File: config.mk
export PLATFORM = sky130hd
export DESIGN_NAME = ddr_axi_wr_burst
export DESIGN_NICKNAME = d
export VERILOG_FILES = /design/src/rtl/ddr_axi_wr_burst.sv
export SDC_FILE = /design/constraint.sdc
export NUM_CORES = 1
export LEC_CHECK = 0
export BUFFER_PORTS_ARGS = -buffer_cell sky130_fd_sc_hd__buf_2
export CAP_MARGIN = 20
export CELL_PAD_IN_SITES_DETAIL_PLACEMENT = 0
export CELL_PAD_IN_SITES_GLOBAL_PLACEMENT = 1
export CORE_MARGIN = 8
export CORE_UTILIZATION = 35
export CTS_CLUSTER_SIZE = 16
export DETAILED_ROUTE_END_ITERATION = 7
export PLACE_DENSITY = 0.92
export RECOVER_POWER = 100
export SYNTH_ARGS = -nofsm -noshare
export SYNTH_HDL_FRONTEND = slang
export SYNTH_SLANG_ARGS = --single-unit
export TNS_END_PERCENT = 30
File: constraint.sdc
create_clock -name Sys_Clk -period 2.9 [get_ports Sys_Clk]
set_input_delay 0.435 -clock Sys_Clk [delete_from_list [all_inputs] [get_ports Sys_Clk]]
set_output_delay 0.435 -clock Sys_Clk [all_outputs]
set_load 0.1 [all_outputs]
File: src/rtl/ddr_axi_wr_burst.sv
// Drains a first-word-fall-through write-data FIFO into fixed-length AXI4
// INCR write bursts. The burst addresses walk through a wrapping region. A
// new burst starts only after the write response of the previous one.
//
// Handshake rule used on every AXI channel: a transfer happens on a rising
// edge where valid and ready are both 1. Once a valid is raised, it and its
// payload stay unchanged until that edge. AW completes before W starts, and
// all W beats complete before B is accepted.
module ddr_axi_wr_burst #(
    parameter int                    DATA_WIDTH  = 32,
    parameter int                    NUM_WIDTH   = 4,
    parameter int                    BURST_LEN   = 8,
    parameter int                    ADDR_WIDTH  = 32,
    parameter logic [ADDR_WIDTH-1:0] BASE_ADDR   = '0,
    parameter logic [ADDR_WIDTH-1:0] REGION_SIZE = ADDR_WIDTH'('h1000),
    parameter logic [3:0]            AXI_ID      = 4'h0
) (
    input  logic                    Sys_Clk,
    input  logic                    Sync_Clr,
    input  logic                    I_Enable,
    input  logic [DATA_WIDTH-1:0]   I_Fifo_Data,
    input  logic [NUM_WIDTH-1:0]    I_Fifo_Num,
    input  logic                    I_Fifo_Empty,
    output logic                    O_Fifo_Rd_En,
    output logic [3:0]              O_Awid,
    output logic [ADDR_WIDTH-1:0]   O_Awaddr,
    output logic [7:0]              O_Awlen,
    output logic [2:0]              O_Awsize,
    output logic [1:0]              O_Awburst,
    output logic                    O_Awvalid,
    input  logic                    I_Awready,
    output logic [DATA_WIDTH-1:0]   O_Wdata,
    output logic [DATA_WIDTH/8-1:0] O_Wstrb,
    output logic                    O_Wlast,
    output logic                    O_Wvalid,
    input  logic                    I_Wready,
    input  logic [1:0]              I_Bresp,
    input  logic                    I_Bvalid,
    output logic                    O_Bready,
    output logic                    O_Busy,
    output logic                    O_Resp_Err,
    output logic [15:0]             O_Burst_Cnt,
    output logic [1:0]              dbg_state
);

    localparam int STRB_W = DATA_WIDTH / 8;
    localparam int BEAT_W = (BURST_LEN > 1) ? $clog2(BURST_LEN) : 1;
    localparam int AW1    = ADDR_WIDTH + 1;

    localparam logic [BEAT_W-1:0] LAST_BEAT   = BEAT_W'(BURST_LEN - 1);
    // One extra address bit so the wrap compare cannot overflow at the top of the map
    localparam logic [AW1-1:0]    BURST_BYTES = AW1'(BURST_LEN * STRB_W);
    localparam logic [AW1-1:0]    REGION_END  = {1'b0, BASE_ADDR} + {1'b0, REGION_SIZE};

    typedef enum logic [1:0] {
        S_IDLE = 2'd0,
        S_ADDR = 2'd1,
        S_DATA = 2'd2,
        S_RESP = 2'd3
    } state_t;

    state_t              state;
    logic [BEAT_W-1:0]   beat_cnt;
    logic [BEAT_W-1:0]   beat_nxt;
    logic [AW1-1:0]      addr_sum;
    logic                w_fire;
    logic                start_ok;

    // Constant AW attributes and the write-data pass-through
    assign O_Awid    = AXI_ID;
    assign O_Awlen   = 8'(BURST_LEN - 1);
    assign O_Awsize  = 3'($clog2(STRB_W));
    assign O_Awburst = 2'b01;
    assign O_Wdata   = I_Fifo_Data;
    assign O_Wstrb   = '1;
    assign dbg_state = state;

    // W is presented straight from the FIFO head, so a pop is a W handshake
    assign O_Wvalid     = (state == S_DATA) & ~I_Fifo_Empty;
    assign w_fire       = O_Wvalid & I_Wready;
    assign O_Fifo_Rd_En = w_fire;

    assign start_ok = I_Enable & (32'(I_Fifo_Num) >= 32'(BURST_LEN));
    assign beat_nxt = beat_cnt + 1'b1;
    assign addr_sum = {1'b0, O_Awaddr} + BURST_BYTES;

    // Burst sequencer: IDLE -> ADDR -> DATA -> RESP, all outputs registered
    always_ff @(posedge Sys_Clk) begin
        if (Sync_Clr) begin
            state       <= S_IDLE;
            O_Awaddr    <= BASE_ADDR;
            O_Awvalid   <= 1'b0;
            O_Wlast     <= 1'b0;
            O_Bready    <= 1'b0;
            O_Busy      <= 1'b0;
            O_Resp_Err  <= 1'b0;
            O_Burst_Cnt <= '0;
            beat_cnt    <= '0;
        end else begin
            case (state)
                S_IDLE: begin
                    if (start_ok) begin
                        state     <= S_ADDR;
                        O_Awvalid <= 1'b1;
                        O_Busy    <= 1'b1;
                    end
                end
                S_ADDR: begin
                    if (I_Awready) begin
                        state     <= S_DATA;
                        O_Awvalid <= 1'b0;
                        beat_cnt  <= '0;
                        O_Wlast   <= (BURST_LEN == 1);
                    end
                end
                S_DATA: begin
                    if (w_fire) begin
                        if (O_Wlast) begin
                            state    <= S_RESP;
                            O_Wlast  <= 1'b0;
                            beat_cnt <= '0;
                            O_Bready <= 1'b1;
                        end else begin
                            beat_cnt <= beat_nxt;
                            O_Wlast  <= (beat_nxt == LAST_BEAT);
                        end
                    end
                end
                S_RESP: begin
                    if (I_Bvalid) begin
                        state       <= S_IDLE;
                        O_Bready    <= 1'b0;
                        O_Busy      <= 1'b0;
                        O_Burst_Cnt <= O_Burst_Cnt + 16'd1;
                        if (I_Bresp != 2'b00) begin
                            O_Resp_Err <= 1'b1;
                        end
                        if (addr_sum >= REGION_END) begin
                            O_Awaddr <= BASE_ADDR;
                        end else begin
                            O_Awaddr <= addr_sum[ADDR_WIDTH-1:0];
                        end
                    end
                end
                default: begin
                    state <= S_IDLE;
                end
            endcase
        end
    end

endmodule
==> results of run 1 <==
## power by group
part	leakage, nW	switching, mW	internal (mW)
logic	0.718	0.537	0.105
registers	0.428	0.0308	0.757
clock network	0.0566	0.237	0.247
total	1.20	0.805	1.11
## worst min path at each step
stage                                         from                        to  slack, ps  depth (start not counted)
after floorplan           beat_cnt[2]$_SDFFE_PP0P_  beat_cnt[2]$_SDFFE_PP0P_        470                          2
after global placement     O_Resp_Err$_SDFFE_PP0P_   O_Resp_Err$_SDFFE_PP0P_        430                          2
after detailed placement   O_Resp_Err$_SDFFE_PP0P_   O_Resp_Err$_SDFFE_PP0P_        440                          2
after CTS                               I_Bresp[0]   O_Resp_Err$_SDFFE_PP0P_        430                          3
after global routing                    I_Bresp[0]   O_Resp_Err$_SDFFE_PP0P_        430                          3
final                                   I_Bresp[0]   O_Resp_Err$_SDFFE_PP0P_        440                          3
## metrics by stage
stage | total power [mW] | std cells | area [um2] | setup WS [ps]
final | 1.91 | 505 | 3200 | 466
after global routing | 2.02 | 505 | 3200 | 237
after CTS | 1.96 | 505 | 3290 | 616
after detailed placement | 1.47 | 497 | 3180 | 684
after global placement | 1.45 | 497 | 3180 | 731
after floorplan | 1.61 | 393 | 3200 | 46.6
## cells in the final DEF (no fill, tap or decap), types with 10 or more instances in the layout
cell,netlist,final
a21oi_1,13,13
and2_0,0,15
clkbuf_1,7,52
conb_1,2,26
dfxtp_1,53,53
inv_1,10,10
nand2_1,36,36
nand3_1,16,16
nor2_1,32,32
nor3_1,14,14
xnor2_1,11,11
xor2_1,15,15
## registers in the layout, indices dropped and copies added, names as in the netlist
register / cells
O_Awaddr: 27
O_Burst_Cnt: 16
beat_cnt: 3
dbg_state: 2
O_Awvalid: 1
O_Bready: 1
O_Busy: 1
O_Resp_Err: 1
O_Wlast: 1
## metal layers
layer	GRT usage (%)	up-vias	wire length [um]
met4	3.04	0	51
met1	13.7	1144	3000
met5	0	-	0
li1	-	1224	-
met2	19.7	85	3370
met3	3.49	10	612
## kinds of logic after synthesis
| group | after synthesis |
|---|---|
| buf+inv | 76 |
| mux | 2 |
| xor+xnor | 26 |
| simple gates | 158 |
| fa+ha+maj | 9 |
| flops | 53 |
| other cells | 2 |
| compound gates | 43 |
## worst max-delay path, delay by kind of cell, from the launching register on
family / cells / cell delay [ps]
AO/OA/AOI/OAI: 2 / 300
flip-flops: 1 / 530
AND/OR/NAND/NOR: 5 / 1530
## layout make-up
class                   count  area (um2)
well taps                 108         135
flip-flops and latches     53        1060
inverters                  10        37.5
clock buffers               8         111
multi-input cells         264        1610
fillers                   908        5440
repair buffers             62         246
==> impl_results.md, run 1 <==
- Number of global-route vias before repair: 2440
- WP data arrival: approximately 2700 ps
- Die area: 12100 um2
- IO Pins: roughly 160
- Total GRT Usage: between 10 and 15%
- RSZ-0062 raised after global routing: no
- Vias: 2463
- First-pass GRT wire length: ~11 mm
- Crit path from: O_Awaddr[11]$_SDFFE_PP0P_
- Syn Area/Cell: 8.40 um2
- Die width: 110 um
- Main combinational cell family by area after synthesis: simple AND/OR/NAND/NOR gates
- Post-layout util: 37.1%
- Worst slew margin relative to its limit: 19.2%
- Synth unique cells: 52
- FF-to-FF path depth: 7
- Area growth syn-to-layout: 3.27%
- Synth area leader: dfxtp_1
- Slowest cell on the critical path: nor4_2
- Clock tree buffer depth: 2
- Hold Buf Count CTS: 0
- Crit end category: flip-flop
- Clk sinks: 53
- Setup Skew: 5.82 ps
- H-tree levels: 2
- Post-synth EDFFs: 0
- Largest stage delay on the critical path: roughly 670 ps
- Max cap viols: 0
- Final worst path period share: 83.9%
- Clk Latency, worst-skew pair: 300 ps
- Synth top cells by count: buf_4 (59), dfxtp_1 (53), nand2_1 (36)
- Final Hold Fails: 0
- Detailed Route WL: about 7 mm
- Post-DR vias/cell: a little under 5
- HPWL after DPL: ~5.3 mm
- Pin count of the biggest net entering global routing: 33
- CTS Buf Count: 5
- Hold Crit Class: input pin to flip-flop
- Critical path destination: O_Awaddr[5]$_SDFFE_PP0P_
- CTS tree: built
- Fin. max-slew vios: 0
- Worst Tran Pin Value: 1220 ps
- Clock slew at reported path FFs: 90 ps
- R2R setup slack: between 400 and 500 ps
- Mux share of post-synthesis cell area: 0.646%
- GPL Wtd Cong: 0.809
- Mapped cell area: 3100 um2
- Core outline area: between 8000 and 9000 um2
- Setup_tns: 0 ps
- Compound-Gate Fraction of Synth Area: 10.1%
- Area share of and/or/nand/nor cells after synthesis: between 20% and 30%
- Leakage: 1.20 nW
- DR iter-0 viols: 58
- Number of I/O port buffers: just over 60
- DRT antenna net count: 0
- Top FF cell, synth: dfxtp_1
- Sequential fraction of the synthesis area: 34.2%
- Critical R2R Capture: O_Awaddr[5]$_SDFFE_PP0P_
- Initial DRT Pass Iterations: 6
- Synth top area cells: dfxtp_1 (34%), buf_4 (14%), and2_1 (4.6%)
- Top-count cell post-synth: buf_4
- PD cells: 598 nW/um2
- DRC: 0
- WS Path Type: flip-flop to flip-flop
- #FFs+latches synth: 53
- Initial antenna violation count: 0
- Root Buffer: clkbuf_8
- Post-Synth XOR/XNOR Area: 7.35%
- CTS resizes: 0
- Initial Util: a little over a third
- Ant diodes: 0
- Layout cells sized above 1: 7.81%
- Crit path max fanout: 9
- Cell Chain, Critical Path: nand4_4, nor4_2, nand3_1, o21ai_1, and4b_1, nand4b_1, a21oi_1
- Gr ovfl total: 0
- Final Critical Period: 2430 ps
- Status: finished clean
- Adder-cell share of the synthesized area: 3.63%
- Layout Nets: 450
- WL per Instance: 13.9 um
- # Post-CTS Setup Buffers: 0
- Hold_ws: ~440 ps
- Asr flop ratio synth: 0%
- Final setup violation count: 0
- Startpoint class of the critical path: flip-flop
- Post-synth top area share: between 30% and 40%
- Max VDD drop: 0.000596 V
- Fmax: about 400 MHz
- # rows: 34
- Worst r2r src: O_Awaddr[11]$_SDFFE_PP0P_
- Chip Height: 110 um
- Gate Count Post-Synth: 369
- Synth warnings: 0
- Worst Path Required: 3130 ps
Note: power is estimated with default switching activity, not from simulation.
==> inputs of run 2 (changes only) <==
--- a/config.mk
+++ b/config.mk
@@ -10,10 +10,10 @@
 export CELL_PAD_IN_SITES_DETAIL_PLACEMENT = 0
 export CELL_PAD_IN_SITES_GLOBAL_PLACEMENT = 1
 export CORE_MARGIN = 8
-export CORE_UTILIZATION = 35
+export CORE_UTILIZATION = 32
 export CTS_CLUSTER_SIZE = 16
 export DETAILED_ROUTE_END_ITERATION = 7
-export PLACE_DENSITY = 0.92
+export PLACE_DENSITY = 0.86
 export RECOVER_POWER = 100
 export SYNTH_ARGS = -nofsm -noshare
 export SYNTH_HDL_FRONTEND = slang
==> constraint.sdc (replaced) <==
create_clock -name Sys_Clk -period 2.3 [get_ports Sys_Clk]
set_input_delay 0.345 -clock Sys_Clk [delete_from_list [all_inputs] [get_ports Sys_Clk]]
set_output_delay 0.345 -clock Sys_Clk [all_outputs]
set_load 0.1 [all_outputs]
==> run 2 against run 1 <==
  * Power up 30%
  * Cell count up 5.5%
  * Critical path depth down 2
  * Highest routed layer unchanged
  * First-iteration DRC count up 1.7%
==> impl_results.md, run 2 (synthesis results as in run 1) <==
- Slowest cell on the critical path: buf_2
- Top flop regs: O_Awaddr: 27 flops, O_Burst_Cnt: 16 flops, beat_cnt: 3 flops
- Initial DRT Pass Iterations: 4
- Fmax: 466 MHz
- Leakage: around 1.3 nW
- Clock slew at reported path FFs: 100 ps
- Final Critical Period: approximately 2100 ps
- Initial antenna violation count: 0
- Final Hold Fails: 0
- WL per Instance: 13.2 um
- CTS tree: built
- # rows: 36
- PD cells: roughly 750 nW/um2
- Root Buffer: clkbuf_8
- Hold Startpoint: I_Bresp[0]
- Core outline area: 9590 um2
- WP data arrival: around 1800 ps
- Crit end category: output port
- Crit path max fanout: 7
- Startpoint class of the critical path: flip-flop
- Cell Chain, Critical Path: inv_1, ha_4, nor2b_4, and2_0, buf_2
- Post-Place Worst Slack: 170 ps
- Fin. max-slew vios: 0
- H-tree levels: 2
- CTS Buf Count: 5
- Number of global-route vias before repair: 2340
- Final worst path period share: 93.4%
- Post-DR vias/cell: 4.55
- Hold Buf Count CTS: 0
- Max cap viols: 0
- Layout cells sized above 1: 14.5%
- Hold Crit Class: input pin to flip-flop
- HPWL after DPL: 5.47 mm
- Area growth syn-to-layout: 7.27%
- Detailed Route WL: just over 7 mm
- Chip Height: 114 um
- Vias: 2423
- Worst Path Required: 1960 ps
- Max VDD drop: 0.000820 V
- Number of I/O port buffers: 61
- Final setup margin: 152 ps
- Setup Skew: 4.69 ps
- Clk sinks: 53
- Final setup violation count: 0
- Total GRT Usage: 10.5%
- Clk Latency, worst-skew pair: 300 ps
- Worst Tran Pin Value: 1200 ps
- Commonest non-fill, non-tap cell in the layout: clkbuf_1
- WS Path Type: flip-flop to output port
- Die area: 13100 um2
- Largest stage delay on the critical path: 450 ps
- First-pass GRT wire length: 11.3 mm
- DRC: 0
- RSZ-0062 raised after global routing: no
- Max reg flops: 27
- Layout Nets: 453
- Crit path from: dbg_state[0]$_SDFFE_PP0P_
- Top reg by flops: O_Awaddr
- Initial Util: 32.3%
- Status: finished clean
- GPL Wtd Cong: 0.819
- Ant diodes: 0
- Gr ovfl total: 0
- Die width: 114 um
- Worst r2r src: O_Awaddr[16]$_SDFFE_PP0P_
- Worst slew margin relative to its limit: between 20 and 25%
- Clock tree buffer depth: 2
- Pin count of the biggest net entering global routing: 33
- IO Pins: about 160
- DR iter-0 viols: between 50 and 60
- Setup_tns: 0 ps
- Commonest cells after routing, fill and taps aside: clkbuf_1 (49), nand2_1 (36), dfxtp_1 (34)
- DRT antenna net count: 0
[run 2: cell count changes in the layout (fill, tap and decap cells not counted), moves of 2 or more]
cell,change
dfxtp_1,-19
dfxtp_2,+18
and2_0,-10
and2_1,+10
clkbuf_1,-3
buf_2,+2
buf_4,+2
clkbuf_2,+2
nor4_2,-2
nor4_4,+2
[run 2: per-layer routing]
| metal | vias up | part of all wire (%) | track usage (%) |
|---|---|---|---|
| met5 | - | 0 | 0 |
| li1 | 1229 | - | - |
| met2 | 64 | 46 | 17.3 |
| met1 | 1126 | 45 | 12.5 |
| met4 | 0 | 0.34 | 1.77 |
| met3 | 4 | 8.9 | 4.17 |
[run 2: path summary, 6_finish.rpt]
kind | to | slack, ps | cells after the start
worst max register to register | O_Awaddr[5]$_SDFFE_PP0P_ | 170 | 8
worst max-delay path | O_Fifo_Rd_En | 150 | 5
worst min-delay path | O_Resp_Err$_SDFFE_PP0P_ | 340 | 3
worst min register to register | O_Resp_Err$_SDFFE_PP0P_ | 470 | 2
[run 2: final cells by class]
type,count,area (um2)
Sequential cell,53,1090
Clock buffer,7,86.3
Fill cell,1026,6270
Clock inverter,1,30.0
Timing Repair Buffer,65,270
Tap cell,133,166
Inverter,10,37.5
Multi-Input combinational cell,264,1650
[run 2: report_power, final]
| group | total [mW] | internal, mW | switching (mW) |
|---|---|---|---|
| clock network | 0.659 | 0.355 | 0.303 |
| registers | 1.00 | 0.959 | 0.0431 |
| logic | 0.837 | 0.147 | 0.690 |
[run 2: worst max-delay path, delay by kind of cell, from the launching register on]
family	cells	cell delay [ps]
adder cells (fa/ha/maj)	1	190
buffers and inverters	2	600
flip-flops	1	370
AND/OR/NAND/NOR	2	330
[run 2: repair_timing]
item                       CTS  global route
buffers inserted             0             1
resized for setup            0             1
setup endpoints to repair    0             2
[run 2: through the flow]
stage / utilization, % / hold WS, ps / total power, mW / instances / cell area (um2)
after floorplan: - / 473 / 2.08 / 393 / 3250
after global placement: 34.2 / 434 / 1.88 / 524 / 3280
after detailed placement: 34.2 / 456 / 1.90 / 524 / 3280
after CTS: 35.4 / 324 / 2.56 / 532 / 3390
after global routing: 34.7 / 396 / 2.61 / 533 / 3320
final: 34.7 / 340 / 2.50 / 533 / 3320
==> inputs of run 3 (changes only) <==
--- a/config.mk
+++ b/config.mk
@@ -5,7 +5,7 @@
 export SDC_FILE = /design/constraint.sdc
 export NUM_CORES = 1
 export LEC_CHECK = 0
-export BUFFER_PORTS_ARGS = -buffer_cell sky130_fd_sc_hd__buf_2
+export BUFFER_PORTS_ARGS = -buffer_cell sky130_fd_sc_hd__buf_4
 export CAP_MARGIN = 20
 export CELL_PAD_IN_SITES_DETAIL_PLACEMENT = 0
 export CELL_PAD_IN_SITES_GLOBAL_PLACEMENT = 1
==> run 3 against run 2 <==
  * Cell count unchanged
  * Clock-buffer cell count decreased by 1
  * Critical path depth increased by 2
  * Highest routed layer unchanged
  * Die area unchanged
  * Largest power group unchanged
  * Clock power decreased by 14%
==> impl_results.md, run 3 (synthesis results as in run 1) <==
- Setup Skew: 8.50 ps
- Worst Path Buf+Inv: 0
- Root Buffer: clkbuf_8
- Detailed Route WL: 7.33 mm
- HPWL after DPL: approximately 5.6 mm
- Placed cells: 524
- CP delay by family, top: simple AND/OR/NAND/NOR gates
- First-pass GRT wire length: 11.8 mm
- WP data arrival: 2340 ps
- Layout Nets: 453
- Commonest non-fill, non-tap cell in the layout: nand2_1
- Initial antenna violation count: 0
- WL per Instance: 13.7 um
- Comb pwr share: 34.3%
- H-tree levels: 2
- Sequential group share of total power: 42.0%
- Post-Place Worst Slack: about 170 ps
- Clock tree buffer depth: 2
- Pin count of the biggest net entering global routing: 33
- DRC: 0
- Die area: around 13000 um2
- Status: finished clean
- Area growth syn-to-layout: 7.51%
- IO Pins: 155
- Ant diodes: 0
- Worst slew margin relative to its limit: 19.9%
- Total GRT Usage: 11.0%
- Top flop regs: O_Awaddr: 27 flops, O_Burst_Cnt: 16 flops, beat_cnt: 3 flops
- Internal: 1.35 mW
- Leakage: 1.34 nW
- Number of I/O port buffers: 61
- Cell Chain, Critical Path: nand4_1, nor4_4, o311a_1, o21bai_2, a211oi_4, nand3_1, o21ai_2
- # rows: 36
- Die width: 114 um
- Clk sinks: 53
- Switch share: 43.4%
- Max reg flops: 27
- Crit end category: flip-flop
- Fin area: 3330 um2
- Final setup margin: 201 ps
- Fmax: roughly 480 MHz
- Final Hold Fails: 0
- Initial DRT Pass Iterations: 4
- Max VDD drop: about 0.00066 V
- Clock share of power: about a quarter
- Clock slew at reported path FFs: 100 ps
- Post-DR vias/cell: 4.60
- DR iter-0 viols: 58
- RSZ-0062 raised after global routing: no
- Number of global-route vias before repair: 2402
- Placed Instance Area: between 3000 and 4000 um2
- Crit path max fanout: 8
- Hold Crit Class: input pin to flip-flop
- Largest stage delay on the critical path: around 450 ps
- Fill cells: 1052
- Slowest cell on the critical path: nor4_4
- Non-filler cells, final: about 530
- Hold Buf Count CTS: 0
- Final setup violation count: 0
- Top reg by flops: O_Awaddr
- Initial Util: 32.3%
- WS Path Type: flip-flop to flip-flop
- Max cap viols: 0
- Commonest cells after routing, fill and taps aside: nand2_1 (36), dfxtp_1 (34), nor2_1 (32)
- Worst Path Required: 2540 ps
- CTS Buf Count: 5
- Chip Height: 114 um
- PD cells: 715 nW/um2
- Fin. max-slew vios: 0
- Worst Tran Pin Value: between 1000 and 1500 ps
- Startpoint class of the critical path: flip-flop
- Sw Pwr: around 1.0 mW
- Core outline area: 9590 um2
- DRT antenna net count: 0
- Final worst path period share: about 91%
- GPL Wtd Cong: a little over 0.8
- Final Critical Period: approximately 2100 ps
- Vias: 2450
- Clk Latency, worst-skew pair: 310 ps
- Layout cells sized above 1: 19.3%
- Total Power: 2.38 mW
- CTS tree: built
- Gr ovfl total: 0
-- run 3: cell count changes in the layout (fill, tap and decap cells not counted), sizes merged --
cell    change
bufinv      -1
clkinv      +2
buf         -1
-- run 3: power by group through the flow --
stage,registers [mW],logic [mW],clock network [mW]
final,1.00,0.817,0.564
after global routing,1.01,0.881,0.632
after CTS,1.01,0.895,0.590
after detailed placement,1.03,0.895,0
after global placement,1.03,0.882,0
after floorplan,1.27,0.804,0
-- run 3: per-stage QoR --
step / hold WS [ps] / setup TNS, ps / util (%)
2_1_floorplan: 473 / -2390 / -
3_3_place_gp: 437 / 0 / 35.8
3_5_place_dp: 445 / 0 / 35.8
4_1_cts: 328 / 0 / 36.8
5_1_grt: 369 / 0 / 34.7
6_report: 343 / 0 / 34.7
-- run 3: final timing paths --
kind / from / end / depth (start not counted) / slack, ps
setup / recovery: O_Awaddr[5]$_SDFFE_PP0P_ / O_Awaddr[8]$_SDFFE_PP0P_ / 7 / 200
hold / removal: I_Bresp[0] / O_Resp_Err$_SDFFE_PP0P_ / 3 / 340
setup reg to reg: O_Awaddr[5]$_SDFFE_PP0P_ / O_Awaddr[8]$_SDFFE_PP0P_ / 7 / 200
hold reg to reg: O_Resp_Err$_SDFFE_PP0P_ / O_Resp_Err$_SDFFE_PP0P_ / 2 / 460
-- run 3: tightest hold or removal path, delay by kind of cell --
kind | cells | cell delay (ps)
buf+inv | 1 | 70
compound gates | 2 | 200
-- run 3: final cells by class --
cell class                      count  area [um2]  share of cell area (%)
Clock inverter                      2        13.8                   0.413
Clock buffer                        6        82.6                    2.48
Timing Repair Buffer               65         313                    9.39
Multi-Input combinational cell    264        1630                    49.0
Sequential cell                    53        1090                    32.6
Tap cell                          133         166                    4.99
Inverter                           10        37.5                    1.13
-- run 3: per-layer routing --
metal,up-vias,global-route usage [%],share of wire (%),wire (um)
li1,1232,-,-,-
met3,6,4.69,9.7,714
met5,-,0,0,0
met4,0,2.57,0.59,43
met1,1141,12.6,42,3090
met2,71,18.3,47,3480
-- run 3: repair_timing --
| item | in CTS | in global routing |
|---|---|---|
| setup buffers | 0 | 1 |
| resized for setup | 0 | 3 |
| endpoints found under the setup margin | 0 | 7 |
